`src/rtl/cmp_pkg.sv`:
```
// Shared types for the compare scheduler: the result encoding, the FSM states and
// the fixed read latency of the block memory.
package cmp_pkg;

   localparam int unsigned MEM_RD_LATENCY = 2;

   typedef enum logic [1:0] {
      ResNone = 2'b00,
      ResLt   = 2'b01,
      ResGt   = 2'b10,
      ResEq   = 2'b11
   } result_e;

   typedef enum logic [2:0] {
      StIdle,
      StClear,
      StIssue,
      StDrain,
      StRespond
   } state_e;

endpackage

```
`src/rtl/running_comparator.sv`:
```
// Folds block-wise compares (least significant block first) into a running magnitude
// result; a later, more significant, unequal block overrides the earlier verdict.
module running_comparator
   import cmp_pkg::*;
#(
   parameter int unsigned REGISTER_SIZE = 32,
   parameter int unsigned NUM_BLOCKS    = 128
) (
   input  logic                     clk_in,
   input  logic                     rst_n_in,
   input  logic                     blk_valid_in,
   input  logic [REGISTER_SIZE-1:0] blk_a_in,
   input  logic [REGISTER_SIZE-1:0] blk_b_in,
   output logic                     last_beat_out,
   output result_e                  result_out
);

   localparam int unsigned CNT_W = (NUM_BLOCKS > 1) ? $clog2(NUM_BLOCKS) : 1;

   logic [CNT_W-1:0] beat_q;
   result_e          result_q;

   always_ff @(posedge clk_in or negedge rst_n_in) begin
      if (!rst_n_in) begin
         beat_q   <= '0;
         result_q <= ResEq;
      end else if (blk_valid_in) begin
         beat_q <= beat_q + 1'b1;
         if (blk_a_in > blk_b_in) begin
            result_q <= ResGt;
         end else if (blk_a_in < blk_b_in) begin
            result_q <= ResLt;
         end
      end
   end

   assign last_beat_out = blk_valid_in && (beat_q == CNT_W'(NUM_BLOCKS - 1));
   assign result_out    = result_q;

endmodule

```
`src/rtl/compare_scheduler.sv`:
```
// Round-robin scheduler that streams two multi-block operands out of block memory
// through a running comparator and returns a single magnitude verdict per request.
module compare_scheduler
   import cmp_pkg::*;
#(
   parameter int unsigned REGISTER_SIZE = 32,
   parameter int unsigned NUM_BLOCKS    = 128,
   parameter int unsigned NUM_REQ       = 2,
   parameter int unsigned ADDR_W        = 10,
   localparam int unsigned ID_W         = (NUM_REQ > 1) ? $clog2(NUM_REQ) : 1
) (
   input  logic                            clk_in,
   input  logic                            rst_n_in,
   input  logic [NUM_REQ-1:0]              req_valid_in,
   input  logic [NUM_REQ-1:0][ADDR_W-1:0]  req_addr_a_in,
   input  logic [NUM_REQ-1:0][ADDR_W-1:0]  req_addr_b_in,
   output logic [NUM_REQ-1:0]              req_ready_out,
   output logic                            mem_rd_en_out,
   output logic [ADDR_W-1:0]               mem_rd_addr_a_out,
   output logic [ADDR_W-1:0]               mem_rd_addr_b_out,
   input  logic [REGISTER_SIZE-1:0]        mem_rd_data_a_in,
   input  logic [REGISTER_SIZE-1:0]        mem_rd_data_b_in,
   output logic                            resp_valid_out,
   input  logic                            resp_ready_in,
   output logic [ID_W-1:0]                 resp_id_out,
   output logic [1:0]                      resp_result_out,
   output logic                            busy_out
);

   localparam int unsigned CNT_W = (NUM_BLOCKS > 1) ? $clog2(NUM_BLOCKS) : 1;

   state_e                    state_q;
   logic [ID_W-1:0]           ptr_q;
   logic [ID_W-1:0]           id_q;
   logic [CNT_W-1:0]          cnt_q;
   logic [MEM_RD_LATENCY-1:0] vld_pipe_q;
   logic                      clear_q;
   logic                      rd_en_q;
   logic                      resp_valid_q;
   logic [ADDR_W-1:0]         addr_a_q;
   logic [ADDR_W-1:0]         addr_b_q;

   logic [NUM_REQ-1:0]        grant;
   logic [ID_W-1:0]           grant_idx;
   logic                      found;
   int unsigned               idx;
   logic                      cmp_rst_n;
   logic                      cmp_last_beat;
   result_e                   cmp_result;

   // Search starts at the pointer so the requester after the last winner goes first.
   always_comb begin
      grant     = '0;
      grant_idx = '0;
      found     = 1'b0;
      idx       = 0;
      for (int unsigned k = 0; k < NUM_REQ; k++) begin
         idx = (32'(ptr_q) + k) % NUM_REQ;
         if (!found && req_valid_in[ID_W'(idx)]) begin
            found                 = 1'b1;
            grant[ID_W'(idx)]     = 1'b1;
            grant_idx             = ID_W'(idx);
         end
      end
   end

   always_ff @(posedge clk_in or negedge rst_n_in) begin
      if (!rst_n_in) begin
         state_q      <= StIdle;
         ptr_q        <= '0;
         id_q         <= '0;
         cnt_q        <= '0;
         vld_pipe_q   <= '0;
         clear_q      <= 1'b0;
         rd_en_q      <= 1'b0;
         resp_valid_q <= 1'b0;
         addr_a_q     <= '0;
         addr_b_q     <= '0;
      end else begin
         vld_pipe_q <= {vld_pipe_q[MEM_RD_LATENCY-2:0], rd_en_q};
         clear_q    <= 1'b0;
         unique case (state_q)
            StIdle: begin
               if (grant != '0) begin
                  id_q     <= grant_idx;
                  ptr_q    <= (grant_idx == ID_W'(NUM_REQ - 1)) ? '0 : grant_idx + 1'b1;
                  addr_a_q <= req_addr_a_in[grant_idx];
                  addr_b_q <= req_addr_b_in[grant_idx];
                  clear_q  <= 1'b1;
                  state_q  <= StClear;
               end
            end
            StClear: begin
               cnt_q   <= '0;
               rd_en_q <= 1'b1;
               state_q <= StIssue;
            end
            StIssue: begin
               if (cnt_q == CNT_W'(NUM_BLOCKS - 1)) begin
                  rd_en_q <= 1'b0;
                  state_q <= StDrain;
               end else begin
                  cnt_q    <= cnt_q + 1'b1;
                  addr_a_q <= addr_a_q + 1'b1;
                  addr_b_q <= addr_b_q + 1'b1;
               end
            end
            StDrain: begin
               if (cmp_last_beat) begin
                  resp_valid_q <= 1'b1;
                  state_q      <= StRespond;
               end
            end
            StRespond: begin
               if (resp_ready_in) begin
                  resp_valid_q <= 1'b0;
                  state_q      <= StIdle;
               end
            end
            default: state_q <= StIdle;
         endcase
      end
   end

   // clear_q is a dedicated flop so the comparator reset cannot glitch on state decode.
   assign cmp_rst_n = rst_n_in & ~clear_q;

   running_comparator #(
      .REGISTER_SIZE (REGISTER_SIZE),
      .NUM_BLOCKS    (NUM_BLOCKS)
   ) u_running_comparator (
      .clk_in        (clk_in),
      .rst_n_in      (cmp_rst_n),
      .blk_valid_in  (vld_pipe_q[MEM_RD_LATENCY-1]),
      .blk_a_in      (mem_rd_data_a_in),
      .blk_b_in      (mem_rd_data_b_in),
      .last_beat_out (cmp_last_beat),
      .result_out    (cmp_result)
   );

   assign req_ready_out     = (state_q == StIdle && rst_n_in) ? grant : '0;
   assign mem_rd_en_out     = rd_en_q;
   assign mem_rd_addr_a_out = addr_a_q;
   assign mem_rd_addr_b_out = addr_b_q;
   assign resp_valid_out    = resp_valid_q;
   assign resp_id_out       = id_q;
   assign resp_result_out   = resp_valid_q ? cmp_result : ResNone;
   assign busy_out          = (state_q != StIdle);

endmodule

```
`config.mk`:
```
export PLATFORM = sky130hd
export DESIGN_NAME = compare_scheduler
export DESIGN_NICKNAME = d
export VERILOG_FILES = /design/src/rtl/cmp_pkg.sv /design/src/rtl/running_comparator.sv /design/src/rtl/compare_scheduler.sv
export SDC_FILE = /design/constraint.sdc
export NUM_CORES = 1
export LEC_CHECK = 0
export CORE_ASPECT_RATIO = 1.5
export CORE_MARGIN = 10
export CORE_UTILIZATION = 25
export CTS_CLUSTER_DIAMETER = 80
export DETAILED_ROUTE_END_ITERATION = 7
export GPL_ROUTABILITY_DRIVEN = 0
export SYNTH_ARGS = -nofsm -noshare
export SYNTH_HDL_FRONTEND = slang
export SYNTH_HIERARCHICAL = 1
export SYNTH_SLANG_ARGS = --single-unit
```
`constraint.sdc`:
```
create_clock -name clk_in -period 1.4 [get_ports clk_in]
set_input_delay 0.14 -clock clk_in [delete_from_list [all_inputs] [get_ports clk_in]]
set_output_delay 0.14 -clock clk_in [all_outputs]
set_load 0.02 [all_outputs]
```
Word level (Yosys, flattened, before mapping)

Index checks and enable logic that the tools add are counted.

Word-level logic and storage cells: 101
Output and inout port bits: 28
Bits in registers: 46

$lt $le $gt $ge: 7
Bitwise logic cells: 3
Reductions and logical operators: 20
Add/subtract/negate cells: 6
Muxes and demuxes: 42
Eq/ne operators: 11

Operators with widths:

| operator                                                             | count |
|---|---|
| 10-bit 2-to-1 mux                                                    | 8 |
| 10-bit case mux with 2 select lines                                  | 2 |
| 32-bit greater-than comparator                                       | 1 |
| 32-bit < comparator                                                  | 1 |
| 10-bit by 1-bit adder with 10-bit output, second input constant      | 2 |
| 1-bit 2-to-1 mux                                                     | 15 |
| 3-bit case mux with 5 select lines                                   | 1 |
| 7-bit by 1-bit adder with 7-bit output, second input constant        | 2 |
| 7-bit == test, second input constant                                 | 2 |
| 7-bit case mux with 2 select lines                                   | 1 |
| 2-bit 2-to-1 mux                                                     | 6 |
| 3-bit 2-to-1 mux                                                     | 4 |
| 2-bit != test, second input constant                                 | 5 |
| 2-bit nonzero test                                                   | 5 |
| 2-bit AND reduction                                                  | 4 |
| 7-bit 2-to-1 mux                                                     | 1 |
| 3-bit by 2-bit == test with 1-bit output, second input constant      | 2 |
| 1-bit by 2-bit < comparator with 1-bit output, second input constant | 3 |
| 3-bit AND reduction                                                  | 2 |
| 1-bit logical AND                                                    | 5 |
| 1-bit case mux with 2 select lines                                   | 2 |
| 4-bit AND reduction                                                  | 1 |
| 3-bit by 1-bit == test with 1-bit output, second input constant      | 1 |
| 3-bit == test, second input constant                                 | 1 |
| other kinds (9)                                                      | 12 |

Logic depth before layout (Yosys ltp)

Depth in word-level cells: 10
Gate-level depth with buffers: 8
Gate-level depth less buffers: 8

Modules after synthesis

The synthesis kept the hierarchy.

Modules (own cells, without submodules):

| module             | cells each | seq. area each (µm²) | times used | area each (µm²) |
|---|---|---|---|---|
| compare_scheduler  | 266        | 925.9                | 1          | 2,321.0 |
| running_comparator | 142        | 227.7                | 1          | 1,201.2 |

Least setup slack after synthesis

OpenSTA, ideal clock, no wires.

Path kind: flip-flop to flip-flop
From: register cnt_q[0]
To: register addr_a_q[2] (netlist: mem_rd_addr_a_out[2])
Buffers on the path: 0
Stages on the path, launching flop included: 7
Required time: 1.278 ns
Slack: -0.131 ns
Setup time: 0.122 ns
Period minus slack after synthesis: 1.531 ns
Data arrival time: 1.409 ns
Cells stage by stage: dfrtp_1 -> ha_1 -> nand4_1 -> o21ai_2 -> nor3_4 -> o21ai_0 -> a32o_1

Word-level cells in the longest chain between the ends: 3

RTL lines:

| element                       | line                     | RTL |
|---|---|---|
| from (decl)                   | compare_scheduler.sv:35  | `logic [CNT_W-1:0] cnt_q;` |
| from (signal assigned)        | compare_scheduler.sv:103 | `cnt_q <= cnt_q + 1'b1;` |
| 7-bit == test                 | compare_scheduler.sv:99  | `if (cnt_q == CNT_W'(NUM_BLOCKS - 1)) begin` |
| 2-bit != test (no line)       | n/a                      |  |
| 3-bit AND reduction (no line) | n/a                      |  |
| to (signal assigned)          | compare_scheduler.sv:87  | `addr_a_q <= req_addr_a_in[grant_idx];` |
| to (signal assigned)          | compare_scheduler.sv:104 | `addr_a_q <= addr_a_q + 1'b1;` |
| to (decl)                     | compare_scheduler.sv:40  | `logic [ADDR_W-1:0] addr_a_q;` |

No other way between the ends.
A chain may end at the register's enable or synchronous reset.

Worst setup path after layout

From: register cnt_q[0]
To: register addr_b_q[9] (netlist: mem_rd_addr_b_out[9])

Word-level cells in the longest chain between the ends: 3

RTL lines:

| element                       | line                     | RTL |
|---|---|---|
| 7-bit == test                 | compare_scheduler.sv:99  |  |
| 2-bit != test (no line)       | n/a                      |  |
| 3-bit AND reduction (no line) | n/a                      |  |
| to (signal assigned)          | compare_scheduler.sv:88  | `addr_b_q <= req_addr_b_in[grant_idx];` |
| to (signal assigned)          | compare_scheduler.sv:105 | `addr_b_q <= addr_b_q + 1'b1;` |
| to (decl)                     | compare_scheduler.sv:41  | `logic [ADDR_W-1:0] addr_b_q;` |

No other way between the ends.

==> flow_summary_export.csv <==
group,metric,value,unit
placed_design,place_ws,-0.6148,ns
floorplanning,core_area,13930,um^2
critical_path,crit_top_cell,"nand4_1",
clock_network,cts_buffer_depth,2,
detailed_routing,top_layer,"met4",
critical_path,path_class,"register to register",
grt,antenna_found_initial,0,
critical_path,startpoint_type,"register",
detailed_routing,ant_nets,0,
synth,ys.flop_type,"dfrtp_1",
critical_path,slowest_stage,"dfrtp_1",
finish,syn_to_final_growth,78.97,%
detailed_routing,drt-pass1-iter-count,4,
critical_path,critical_path_arrival,1.78,ns
hold_path,worstHoldPathType,"input port to register",
critical_path,cp.required,1.59,ns
grt,grt_pass1_wl,20.47,mm
synth,synth_nets,553,
synth,async_flop_share,100.0,%
critical_path,path_cells,"ha_2 > nand4_1 > o21ai_2 > nor3_4 > buf_12 > nand4_1 > o311ai_2",
sta,setup_ws,-0.1842,ns
status,violations,"setup timing",
detailed_routing,drtIter0Drc,139,
hold_path,hold_depth,5,
run,max_cap_violations,0,
power_and_ir_drop,p_per_area,1323,nW/um^2
finish,n_fill_cell,1351,
power_and_ir_drop,ir_drop,848.1,uV
clock_network,clk_latency,0.29,ns
detailed_routing,vias,3849,
grt,grt-ovfl-total,0,
critical_path,r2r_start,"cnt_q[0]",
critical_path,cpPeakStageDelay,0.39,ns
grt,first_global_vias,4149,
hold_path,hold_start,"mem_rd_data_a_in[31]",
placed_design,hpwlAfterDp,9.845,mm
clock_network,numCtsBuffers,5,
finish,regArea,1162,um^2
critical_path,r2r_cells,7,
hold_path,hold-path-endpoint,"u_running_comparator/result_out[0]",
sta,setup_viol,30,
synth,avgSynthCellArea,8.633,um^2
clock_network,clk_pin_slew,0.06,ns
clock_network,cts.sinks,46,
synth,synthCells,408,
detailed_routing,viasPerCell,4.891,
sta,tightestPinTransition,0.5084,ns
detailed_routing,wl_met2,6.309,mm
finish,drive_above_1_share,43.09,%
synth,synth_edf_count,0,
sta,hold_violations,0,
synth,yosys_register_bits,46,
detailed_routing,postRouteWirelength,12.80,mm
synth,syn_area,3522,um^2
power_and_ir_drop,p_leak,0.002761,uW
sta,maxSlewViolCount,0,
critical_path,cpLargestDelayFamily,"simple AND/OR/NAND/NOR gates",
floorplanning,die_w,116.9,um
sta,fin_crit,1.584,ns
sta,fin_crit_sh,113.2,%
floorplanning,ios,137,
critical_path,end_kind,"register",
grt,grt_max_degree,39,
sta,slew_headroom,66.11,%
clock_network,cts_tree,"done",
detailed_routing,dr_wl_met3,1.324,mm
sta,fmax,0.6312,GHz
synth,synth_warnings,6,
sta,rsz0062_at_grt,"yes",
synth,ys_seq_area_share,32.75,%
detailed_routing,post_drt_wl_per_cell,16.27,um
sta,clock_skew,0.006532,ns
clock_network,cts.htree.levels,2,
detailed_routing,drc,0,
sta,hold_slack,0.3255,ns
finish,num_antenna_cells,0,
critical_path,critical_path_buf_inv_count,1,
status,outcome,"finished, violations left",
floorplanning,die_height,165.4,um
floorplanning,rows,53,
placed_design,port_buffers,136,
clock_network,clockRootBuffer,"clkbuf_16",
critical_path,worstPathMaxFanout,18,
finish,final_util,45.27,%
detailed_routing,wirelength_met1,4.971,mm
finish,num-nets-final,766,
sta,fin_tns_setup,-3.454,ns
finish,multi_input_area,2696,um^2
critical_path,r2r_end,"mem_rd_addr_b_out[9]",
floorplanning,start_util,25.29,%
grt,grtUsageTotal,13.14,%
floorplanning,die-area,19330,um^2
critical_path,regToRegSetupSlack,-0.18,ns
synth,synthDistinctLibCells,60,
-- layout make-up --
type	count	area share, %
clock buffers	7	2.263
well taps	165	3.275
repair buffers	223	30.75
flip-flops and latches	46	18.44
multi-input cells	305	42.77
inverters	40	2.422
clock inverters	1	0.07940
-- power breakdown --
group	switching [uW]	total, uW	internal (uW)
combinational	2350	4770	2420
sequential	485	2340	1860
clock	520	1230	709
-- synth_stat cells (all sizes together) (3+ instances only) --
library cell  instances  area (um^2)
o21ai                32        163.9
mux2                  5        56.30
ha                   36        450.4
a21oi                30        150.1
and3                  7        45.05
buf                  15        123.9
a31oi                 5        31.28
dfrtp                44         1101
nand2                50        192.7
xor2                  4        35.03
a21o                  4        30.03
nor2                 21        86.33
mux2i                 4        40.04
inv                  40        150.1
o31ai                 3        22.52
o22a                  5        43.79
and2                  4        25.02
nand3                22        115.1
o21a                  3        22.52
nor3                 11        87.58
nor2b                 5        38.78
nand4                17        112.6
a32o                  5        50.05
nand2b                3        18.77
o22ai                 4        25.02
xnor2                 3        26.28
-- worst reg2reg max path, delay by kind of cell, from the launching register on --
family	cells	cell delay [ns]
adders and majority gates	1	0.20
DFF	1	0.39
and+or+nand+nor	3	0.41
AOI/OAI and AO/OA	2	0.31
buffers and inverters	1	0.18
-- cell usage in the layout, fill, tap and decap left out, drive strengths merged, types with 3 or more instances in the layout --
| master | Yosys | routed |
|---|---|---|
| a21o | 4 | 4 |
| buf | 15 | 92 |
| mux2i | 4 | 4 |
| ha | 36 | 36 |
| o21a | 3 | 3 |
| dlygate4sd2 | 0 | 37 |
| a21oi | 30 | 30 |
| o22ai | 4 | 4 |
| nor2b | 5 | 5 |
| xnor2 | 3 | 3 |
| xor2 | 4 | 4 |
| nor3 | 11 | 11 |
| nand3 | 22 | 22 |
| clkdlybuf4s50 | 0 | 43 |
| and3 | 7 | 7 |
| nand4 | 17 | 17 |
| a32o | 5 | 5 |
| dfrtp | 44 | 44 |
| o22a | 5 | 5 |
| o31ai | 3 | 3 |
| o21ai | 32 | 32 |
| nor2 | 21 | 21 |
| and2 | 4 | 4 |
| nand2b | 3 | 3 |
| mux2 | 5 | 5 |
| clkbuf | 2 | 40 |
| nand2 | 50 | 50 |
| clkdlybuf4s15 | 0 | 17 |
| inv | 40 | 40 |
| a31oi | 5 | 5 |
-- layer usage --
layer / track usage (%) / vias up
li1: - / 1881
met1: 13.52 / 1795
met2: 23.39 / 160
met3: 5.315 / 13
met4: 4.510 / 0
met5: 0 / -
-- state kept, by name (all words and copies together) (netlist names) --
signal	cells
u_running_comparator/result_out	2
clear_q	1
resp_id_out	1
resp_valid_out	1
u_running_comparator/beat_q	7
mem_rd_en_out	1
mem_rd_addr_a_out	10
cnt_q	7
ptr_q	1
state_q	3
vld_pipe_q	2
mem_rd_addr_b_out	10
-- stage by stage --
step	power [uW]	instances	instance area, um^2
2_1_floorplan	4544	408	3591
3_3_place_gp	6627	755	5545
3_5_place_dp	6720	755	5545
4_1_cts	8218	783	6255
5_1_grt	8935	787	6304
6_report	8341	787	6304
-- how the worst max path moves through the flow --
stage / from / to / depth (start not counted)
after floorplan: cnt_q[0] / mem_rd_addr_a_out[2] / 6
after global placement: mem_rd_data_b_in[27] / u_running_comparator/result_out[1] / 8
after detailed placement: mem_rd_data_b_in[17] / u_running_comparator/result_out[1] / 8
after CTS: state_q[1] / mem_rd_addr_b_out[9] / 7
after global routing: state_q[1] / mem_rd_addr_b_out[9] / 7
final: cnt_q[0] / mem_rd_addr_b_out[9] / 7
-- kinds of logic after synthesis --
group | share of synthesized area [%]
xor gates and xnor gates | 1.741
AOI/OAI and AO/OA | 19.36
buffers and inverters | 7.993
DFF | 32.75
and+or+nand+nor | 22.63
adders and majority gates | 12.79
muxes | 2.735
-- timing repair --
action	in CTS	in global routing
pin swaps	49	45
gates cloned	2	0
buffers inserted	17	4
hold endpoints to repair	37	0
resized for setup	242	91
hold buffers	1	0
endpoints found under the setup margin	62	39
No activity file was read; power rests on OpenSTA's default activity.
